<file path="config.mk">
export PLATFORM = sky130hd
export DESIGN_NAME = branch_resolve_unit
export DESIGN_NICKNAME = d
export VERILOG_FILES = /design/src/rtl/branch_resolve_unit.sv
export SDC_FILE = /design/constraint.sdc
export NUM_CORES = 1
export LEC_CHECK = 0
export CAP_MARGIN = 20
export CORE_ASPECT_RATIO = 1.25
export CORE_MARGIN = 1
export CORE_UTILIZATION = 44
export CTS_BUF_LIST = sky130_fd_sc_hd__clkbuf_2 sky130_fd_sc_hd__clkbuf_4 sky130_fd_sc_hd__clkbuf_8
export CTS_CLUSTER_SIZE = 10
export DETAILED_ROUTE_END_ITERATION = 6
export PLACE_DENSITY = 0.95
export SETUP_SLACK_MARGIN = 0.1
export SLEW_MARGIN = 20
export SYNTH_ARGS = -nofsm -noshare
export SYNTH_HDL_FRONTEND = slang
export SYNTH_SLANG_ARGS = --single-unit
</file>
<file path="constraint.sdc">
create_clock -name clock -period 8.1 [get_ports clock]
set_input_delay 1.62 -clock clock [delete_from_list [all_inputs] [get_ports clock]]
set_output_delay 1.62 -clock clock [all_outputs]
set_load 0.01 [all_outputs]
</file>
<file path="src/rtl/branch_resolve_unit.sv">
// branch_resolve_unit
//   EX-stage branch resolution for LEGv8: decodes B, BL, CBZ, CBNZ, B.cond and BR,
//   holds the NZVC flag register, registers the PC-control bundle one cycle after
//   the instruction is sampled, and squashes wrong-path fetches for FLUSH_CYCLES
//   cycles after every taken branch.
//
//   Build option: define FLAG_FORWARD_EN to let a B.cond use aluFlags when setFlags
//   is asserted in the same cycle. Without it B.cond always reads the flag register.
//
//   state  | meaning
//   -------+---------------------------------------------------------------
//   RUN    | accepting instructions; flush low
//   SQUASH | flush high; valid instructions dropped; cnt_q cycles remain after this one

module branch_resolve_unit #(
  parameter int unsigned FLUSH_CYCLES = 2
) (
  input  logic        clock,
  input  logic        reset,
  input  logic        valid,
  input  logic [31:0] instr,
  input  logic [63:0] regData,
  input  logic        setFlags,
  input  logic [3:0]  aluFlags,
  output logic [18:0] condAddr19,
  output logic [25:0] brAddr26,
  output logic        uncondBr,
  output logic        brTaken,
  output logic        branchReg,
  output logic [63:0] Rd,
  output logic        linkWrite,
  output logic        flush
);

  typedef enum logic {
    RUN    = 1'b0,
    SQUASH = 1'b1
  } state_e;

  localparam logic [2:0] CNT_INIT = 3'(FLUSH_CYCLES - 1);

  state_e      state_q, state_d;
  logic [2:0]  cnt_q, cnt_d;
  logic [3:0]  flags_q, flags_d;
  logic [18:0] cond_addr_q, cond_addr_d;
  logic [25:0] br_addr_q, br_addr_d;
  logic        uncond_q, uncond_d;
  logic        taken_q, taken_d;
  logic        breg_q, breg_d;
  logic        link_q, link_d;
  logic [63:0] rd_q, rd_d;

  logic        is_b, is_bl, is_cbz, is_cbnz, is_bcond, is_br;
  logic        accept;
  logic [3:0]  flags_use;

  // Condition codes pair up: odd encodings invert the even one, except 1111 (always).
  function automatic logic cond_holds(input logic [3:0] c, input logic [3:0] f);
    logic n, z, cf, v, r;
    {n, z, cf, v} = f;
    unique case (c[3:1])
      3'b000:  r = z;
      3'b001:  r = cf;
      3'b010:  r = n;
      3'b011:  r = v;
      3'b100:  r = cf & ~z;
      3'b101:  r = (n == v);
      3'b110:  r = ~z & (n == v);
      default: r = 1'b1;
    endcase
    if (c[0] && (c != 4'hF)) r = ~r;
    return r;
  endfunction

  // Opcode decode and the flag source a B.cond will test this cycle.
  always_comb begin
    is_b     = (instr[31:26] == 6'b000101);
    is_bl    = (instr[31:26] == 6'b100101);
    is_cbz   = (instr[31:24] == 8'b10110100);
    is_cbnz  = (instr[31:24] == 8'b10110101);
    is_bcond = (instr[31:24] == 8'b01010100);
    is_br    = (instr[31:21] == 11'b11010110000);
`ifdef FLAG_FORWARD_EN
    flags_use = setFlags ? aluFlags : flags_q;
`else
    flags_use = flags_q;
`endif
  end

  // Branch decision and next-state logic; strobes default low so drops emit nothing.
  always_comb begin
    accept      = valid && (state_q == RUN);
    cond_addr_d = instr[23:5];
    br_addr_d   = instr[25:0];
    uncond_d    = 1'b0;
    taken_d     = 1'b0;
    breg_d      = 1'b0;
    link_d      = 1'b0;
    rd_d        = rd_q;
    flags_d     = setFlags ? aluFlags : flags_q;
    state_d     = state_q;
    cnt_d       = cnt_q;

    if (accept) begin
      if (is_b) begin
        uncond_d = 1'b1;
        taken_d  = 1'b1;
      end else if (is_bl) begin
        uncond_d = 1'b1;
        taken_d  = 1'b1;
        link_d   = 1'b1;
      end else if (is_cbz) begin
        taken_d  = (regData == 64'd0);
      end else if (is_cbnz) begin
        taken_d  = (regData != 64'd0);
      end else if (is_bcond) begin
        taken_d  = cond_holds(instr[3:0], flags_use);
      end else if (is_br) begin
        uncond_d = 1'b1;
        taken_d  = 1'b1;
        breg_d   = 1'b1;
        rd_d     = regData;
      end
    end

    unique case (state_q)
      RUN: begin
        if (taken_d) begin
          state_d = SQUASH;
          cnt_d   = CNT_INIT;
        end
      end
      SQUASH: begin
        if (cnt_q == 3'd0) state_d = RUN;
        else               cnt_d   = cnt_q - 3'd1;
      end
      default: state_d = RUN;
    endcase
  end

  // State, flag register and the registered PC-control bundle.
  always_ff @(posedge clock or posedge reset) begin
    if (reset) begin
      state_q     <= RUN;
      cnt_q       <= 3'd0;
      flags_q     <= 4'd0;
      cond_addr_q <= '0;
      br_addr_q   <= '0;
      uncond_q    <= 1'b0;
      taken_q     <= 1'b0;
      breg_q      <= 1'b0;
      link_q      <= 1'b0;
      rd_q        <= '0;
    end else begin
      state_q     <= state_d;
      cnt_q       <= cnt_d;
      flags_q     <= flags_d;
      cond_addr_q <= cond_addr_d;
      br_addr_q   <= br_addr_d;
      uncond_q    <= uncond_d;
      taken_q     <= taken_d;
      breg_q      <= breg_d;
      link_q      <= link_d;
      rd_q        <= rd_d;
    end
  end

  assign condAddr19 = cond_addr_q;
  assign brAddr26   = br_addr_q;
  assign uncondBr   = uncond_q;
  assign brTaken    = taken_q;
  assign branchReg  = breg_q;
  assign Rd         = rd_q;
  assign linkWrite  = link_q;
  // flush follows the state register so it lines up with brTaken and drops with reset.
  assign flush      = (state_q == SQUASH);

endmodule

</file>
== Word level (Yosys, flattened, before mapping) ==
Index checks and enable logic that the tools add are counted.

* Register bits after elaboration: 121
* Output and inout port bits: 114
* Logic and storage cells: 78
* Bits of input ports: 104

* Add/subtract/negate cells: 1
* Mux-type cells: 33
* Reductions and logical operators: 8
* Bitwise logic cells: 10
* Equal/unequal tests: 16

{| class="wikitable"
|+ Operator list
! kind !! number
|-
| zero test 64 bit || 1
|-
| nonzero test 64 bit || 1
|-
| 2-to-1 mux 1 bit || 28
|-
| equality test 8 bit, second input constant || 2
|-
| equality test 11 bit, second input constant || 1
|-
| equality test 3 bit, second input constant || 3
|-
| equality test 8 x 7 -> 1 bit, second input constant || 1
|-
| inverter 1 bit || 8
|-
| one-hot mux 1 bit (7 select lines) || 1
|-
| AND reduction 7 bit || 1
|-
| equality test 3 x 2 -> 1 bit, second input constant || 2
|-
| equality test 6 x 3 -> 1 bit, second input constant || 1
|-
| equality test 6 bit, second input constant || 1
|-
| zero test 3 bit || 2
|-
| 2-to-1 mux 3 bit || 2
|-
| one-hot mux 3 bit (2 select lines) || 1
|-
| != test 2 bit, second input constant || 2
|-
| != test 4 bit, second input constant || 1
|-
| equality test 3 x 1 -> 1 bit, second input constant || 1
|-
| subtractor 3 x 1 -> 3 bit, second input constant || 1
|-
| bitwise AND 1 bit || 2
|-
| logical AND 1 bit || 2
|-
| one-hot mux 1 bit (2 select lines) || 1
|-
| AND reduction 2 bit || 1
|-
| equality test 1 bit || 1
|}

== Longest topological paths before layout ==
* Depth in word-level cells: 19
* Gate-level depth with buffers: 8
* Gate-level depth less buffers: 8

== Worst setup path after synthesis ==
No wires, ideal clock.

* Path type: input -> register
* Start: input port instr[22]
* End: register rd_q[43], in the netlist Rd[43]
* Required time: 7,975 ps
* Stages on the path: 5
* Slack: 4,870 ps
* Library setup time: 125 ps
* Path buffers: 1
* Data arrival time: 3,105 ps
* Cells stage by stage: or2_1 > or3_1 > nor3_4 > buf_6 > mux2_2

* Word-level cells in the longest chain between the ends: 2

{| class="wikitable"
|+ RTL lines
! element !! RTL line !! RTL
|-
| start, declared || 21 || <nowiki>input logic [31:0] instr,</nowiki>
|-
| equality test 11 bit || 82 || <nowiki>is_br = (instr[31:21] == 11'b11010110000);</nowiki>
|-
| AND reduction 7 bit (no line) || - ||
|-
| end signal, assigned || 164 || <nowiki>rd_q <= rd_d;</nowiki>
|-
| end, declared || 51 || <nowiki>logic [63:0] rd_q, rd_d;</nowiki>
|}

No other way between the ends.
A chain may end at the register's enable or synchronous reset.

== Worst setup path in the final report ==
* Start: input port instr[22]
* End: register rd_q[4], in the netlist Rd[4]

Same word-level chain as after synthesis.

==> results.txt <==
----------------------------------------------------
[Place]
  PortBufs ... 217
  Placement-stage cell area ... 0.00620 mm^2
  Placer's final routability congestion estimate ... 0.788
  Final HPWL from detailed placement ... 9300 um
  Dpl ws ... 3.67 ns

[Clock network]
  Clock Root Buffer ... clkbuf_8
  Maximum buffer depth of the clock tree ... 2
  Maximum level of the CTS H-tree ... 3
  CTS Buf Count ... 9
  Clock network latency to the later pin of the worst-skew pair ... about 0.36 ns
  CTS sink count ... about 100
  Number of buffers added for setup after CTS ... 0
  TritonCTS clock tree ... yes
  PostCTS Resize Cnt ... 0
  Cts-stage hold buffer count ... 0
  Clk pin slew, worst setup/hold paths ... 0.10 ns

[Synthesis]
  Multiplexer share of the synthesized area ... 0.196
  Synthesized area per cell ... 14.7 um^2
  Dominant combinational cell family by area after synthesis ... multiplexers
  Netlist area before placement ... 0.00407 mm^2
  Synthesized instance count ... 277
  Basic-gate share of the synthesized area counting and, or, nand and nor cells ... 0.0826
  Yosys reg bits ... 102
  Synth warnings ... 0
  Post-Synth Adder-Cell Area ... 0.00614
  Portion of synthesized cell area occupied by the leading cell type ... 0.627
  Post-synthesis compound-gate area fraction ... 0.0255
  Yosys cell types ... 37
  Register area share after synthesis ... 0.627
  Dominant cell type by area after synthesis ... dfrtp_1
  Xor-xnor portion of the synthesized cell area ... 0.00645
  Net Count, Synth ... 383
  Area contributors post-synth ... dfrtp_1 (63%), mux2_2 (16%), buf_4 (3.5%)

[Pwr]
  Pwr Total ... approximately 950 uW
  Switching share of power ... 0.238
  Cell-internal power ... 726 uW
  Clk network pwr share ... 0.308
  Combinational share of power ... 0.138
  PD cells ... 150 mW/mm^2
  Leakage power total ... ~2.8 nW
  Power dissipated by switching net loads ... 227 uW
  Worst ir drop on vdd ... around 0.12 mV
  Sequential share of power ... 0.554

[Finish]
  Most common cell after layout, fill and taps aside ... clkdlybuf4s50_1
  Multi-input gate area in the final layout ... 0.00129 mm^2
  Area taken by flip-flops and latches ... 0.00255 mm^2
  Area overhead of the layout relative to synthesis ... 56.6%
  Net total in the final layout ... 587
  Total inserted antenna cells ... 0
  Fraction of layout instances using a drive strength above 1 ... 0.169
  Commonest cells after routing, fill and taps aside ... clkdlybuf4s50_1 (217), dfrtp_1 (102), mux2_2 (59)
  Final-layout fill cell count ... 601
  Area of all placed cells without fillers ... 0.00638 mm^2

[Route]
  Via Count ... 3,067
  Drt via density ... between 5 and 6
  Number of nets with antenna violations after routing ... 0
  DRT Wirelength ... 11,500 um
  Number of DRC violations after detailed-routing iteration 0 ... 101
  DR DRC count ... 0
  Detailed Routing Iterations Pass 1 ... 4
  Final routed wire length divided by cell count ... 18.9 um

[Critical path]
  Internal reg-to-reg setup slack ... 5.46 ns
  Worst R2R End ... Rd[4]
  Required time of the worst setup path ... between 8 and 9 ns
  CP max FO ... 52
  Crit. End Element ... flip-flop
  Startpoint types ... primary input
  Cell depth of the worst flop-to-flop path ... 5
  Crit Path Category ... primary input to flip-flop
  Critical path launch point ... instr[22]
  WP data arrival ... 4.27 ns
  Worst reg2reg path startpoint ... flush

[Floorplanning]
  Initial standard-cell utilization of the core ... 0.461
  Die outline area ... 0.00965 mm^2
  Number of top-level pins ... 218
  Height of the chip ... 110 um
  Number of core rows ... 38
  Core Footprint ... 0.00884 mm^2
  Die span in x ... around 88 um

[Timing]
  Slew Viols, Final ... 0
  Setup repair after global routing missed its margin ... no
  Maximum achievable frequency ... between 200 and 250 MHz
  Relative slew margins ... 0.524
  Fin Setup TNS ... 0 ns
  Final Critical Period ... 4.03 ns
  Period utilization ... 0.498
  Actual slew at the worst max-slew pin ... 0.714 ns
  Number of failing setup endpoints in the final timing report ... 0
  Setup slack of the critical path after layout ... 4.07 ns
  Clock skew after layout ... between 0.008 and 0.009 ns
  Count of endpoints failing hold in the final timing report ... 0

[Flow run]
  Max-cap violations ... 0

[Global route]
  Initial antenna violation count ... 1
  Total Routing Usage GR ... 0.240
  Via count of the first global-routing pass ... roughly 3,300
  Global-route wire length before repair ... roughly 17,000 um
  Grt total ovfl ... 0
  Largest net degree at the start of global routing ... 58

[Run status]
  Status ... finished clean

[Min path]
  Sink of the worst hold path ... Rd[52]
  Depth of the worst hold-timing path ... 1
  Start point of the worst hold path ... Rd[52]
  Class of the worst hold path ... flip-flop to flip-flop

----------------------------------------------------
layout make-up:
class                           instances  share of cell area
Clock inverter                          5             0.00549
Multi-Input combinational cell        144               0.202
Sequential cell                       102               0.400
Clock buffer                           11              0.0227
Tap cell                              120              0.0235
Inverter                                5             0.00333
Timing Repair Buffer                  219               0.343
how the worst max path moves through the flow:
stage,cells past startpoint,end,slack [ns]
finish,6,Rd[4],4.07
global route,6,Rd[4],3.94
CTS,6,Rd[30],4.06
detailed placement,6,Rd[30],3.67
global placement,6,Rd[54],3.76
floorplan,1,Rd[0],3.80
registers in the layout, summed over array words and instances, names as in the netlist:
signal     flops
flags_q        4
flush          1
linkWrite      1
brTaken        1
Rd            64
brAddr26      26
cnt_q          3
branchReg      1
uncondBr       1
cells by family (layout without fill, tap and decap cells):
| group | count (synthesis) | in the layout |
|---|---|---|
| simple gates | 54 | 54 |
| mux | 71 | 71 |
| compound gates | 14 | 14 |
| flops | 102 | 102 |
| buf+inv | 31 | 240 |
| fa+ha+maj | 2 | 2 |
| xor+xnor | 3 | 3 |
layer usage:
layer  GRT usage  wire length, um
met4       0.107              318
met2       0.462             6390
met1       0.238             3900
met5           0               12
met3      0.0578              832
synth_stat cells:
cell / n
and2_1: 5
nand4_1: 4
clkbuf_1: 1
mux2_1: 10
o311ai_0: 1
o32ai_1: 1
buf_4: 19
buf_6: 6
nand3b_1: 1
nand2b_1: 5
o21ai_0: 3
nor3_4: 1
a31o_2: 2
nor3_1: 1
and3_1: 2
a31oi_1: 2
or2_1: 1
a211oi_1: 1
o21a_1: 1
ha_1: 2
and4bb_2: 1
xor2_1: 2
nand3_1: 1
nor4b_1: 2
a41oi_1: 1
mux2_2: 59
a211o_1: 1
o41ai_1: 1
xnor2_1: 1
nand2_1: 7
or3_1: 1
nor3b_1: 1
nor2_1: 2
dfrtp_1: 102
nor4_1: 19
mux2i_1: 2
inv_1: 5
metrics by stage:
stage / instances / utilization / hold slack, ns
after global routing: 606 / 0.721 / 0.519
final: 606 / 0.721 / 0.493
after global placement: 590 / 0.701 / 0.468
after floorplan: 277 / - / 0.494
after CTS: 606 / 0.721 / 0.500
after detailed placement: 590 / 0.701 / 0.477
power by group through the flow:
stage | sequential (mW) | combinational, mW | clock, mW
6_report | 0.529 | 0.131 | 0.294
5_1_grt | 0.530 | 0.141 | 0.318
4_1_cts | 0.529 | 0.133 | 0.301
3_5_place_dp | 0.539 | 0.132 | 0
3_3_place_gp | 0.538 | 0.127 | 0
2_1_floorplan | 0.542 | 0.0380 | 0
critical path: stages:
cell	delay [ns]
clkdlybuf4s50_1	0.43
or2_1	0.27
or3_1	0.37
nor3_4	0.48
buf_4	0.64
mux2_2	0.42
Power figures use the tool's default switching activity.
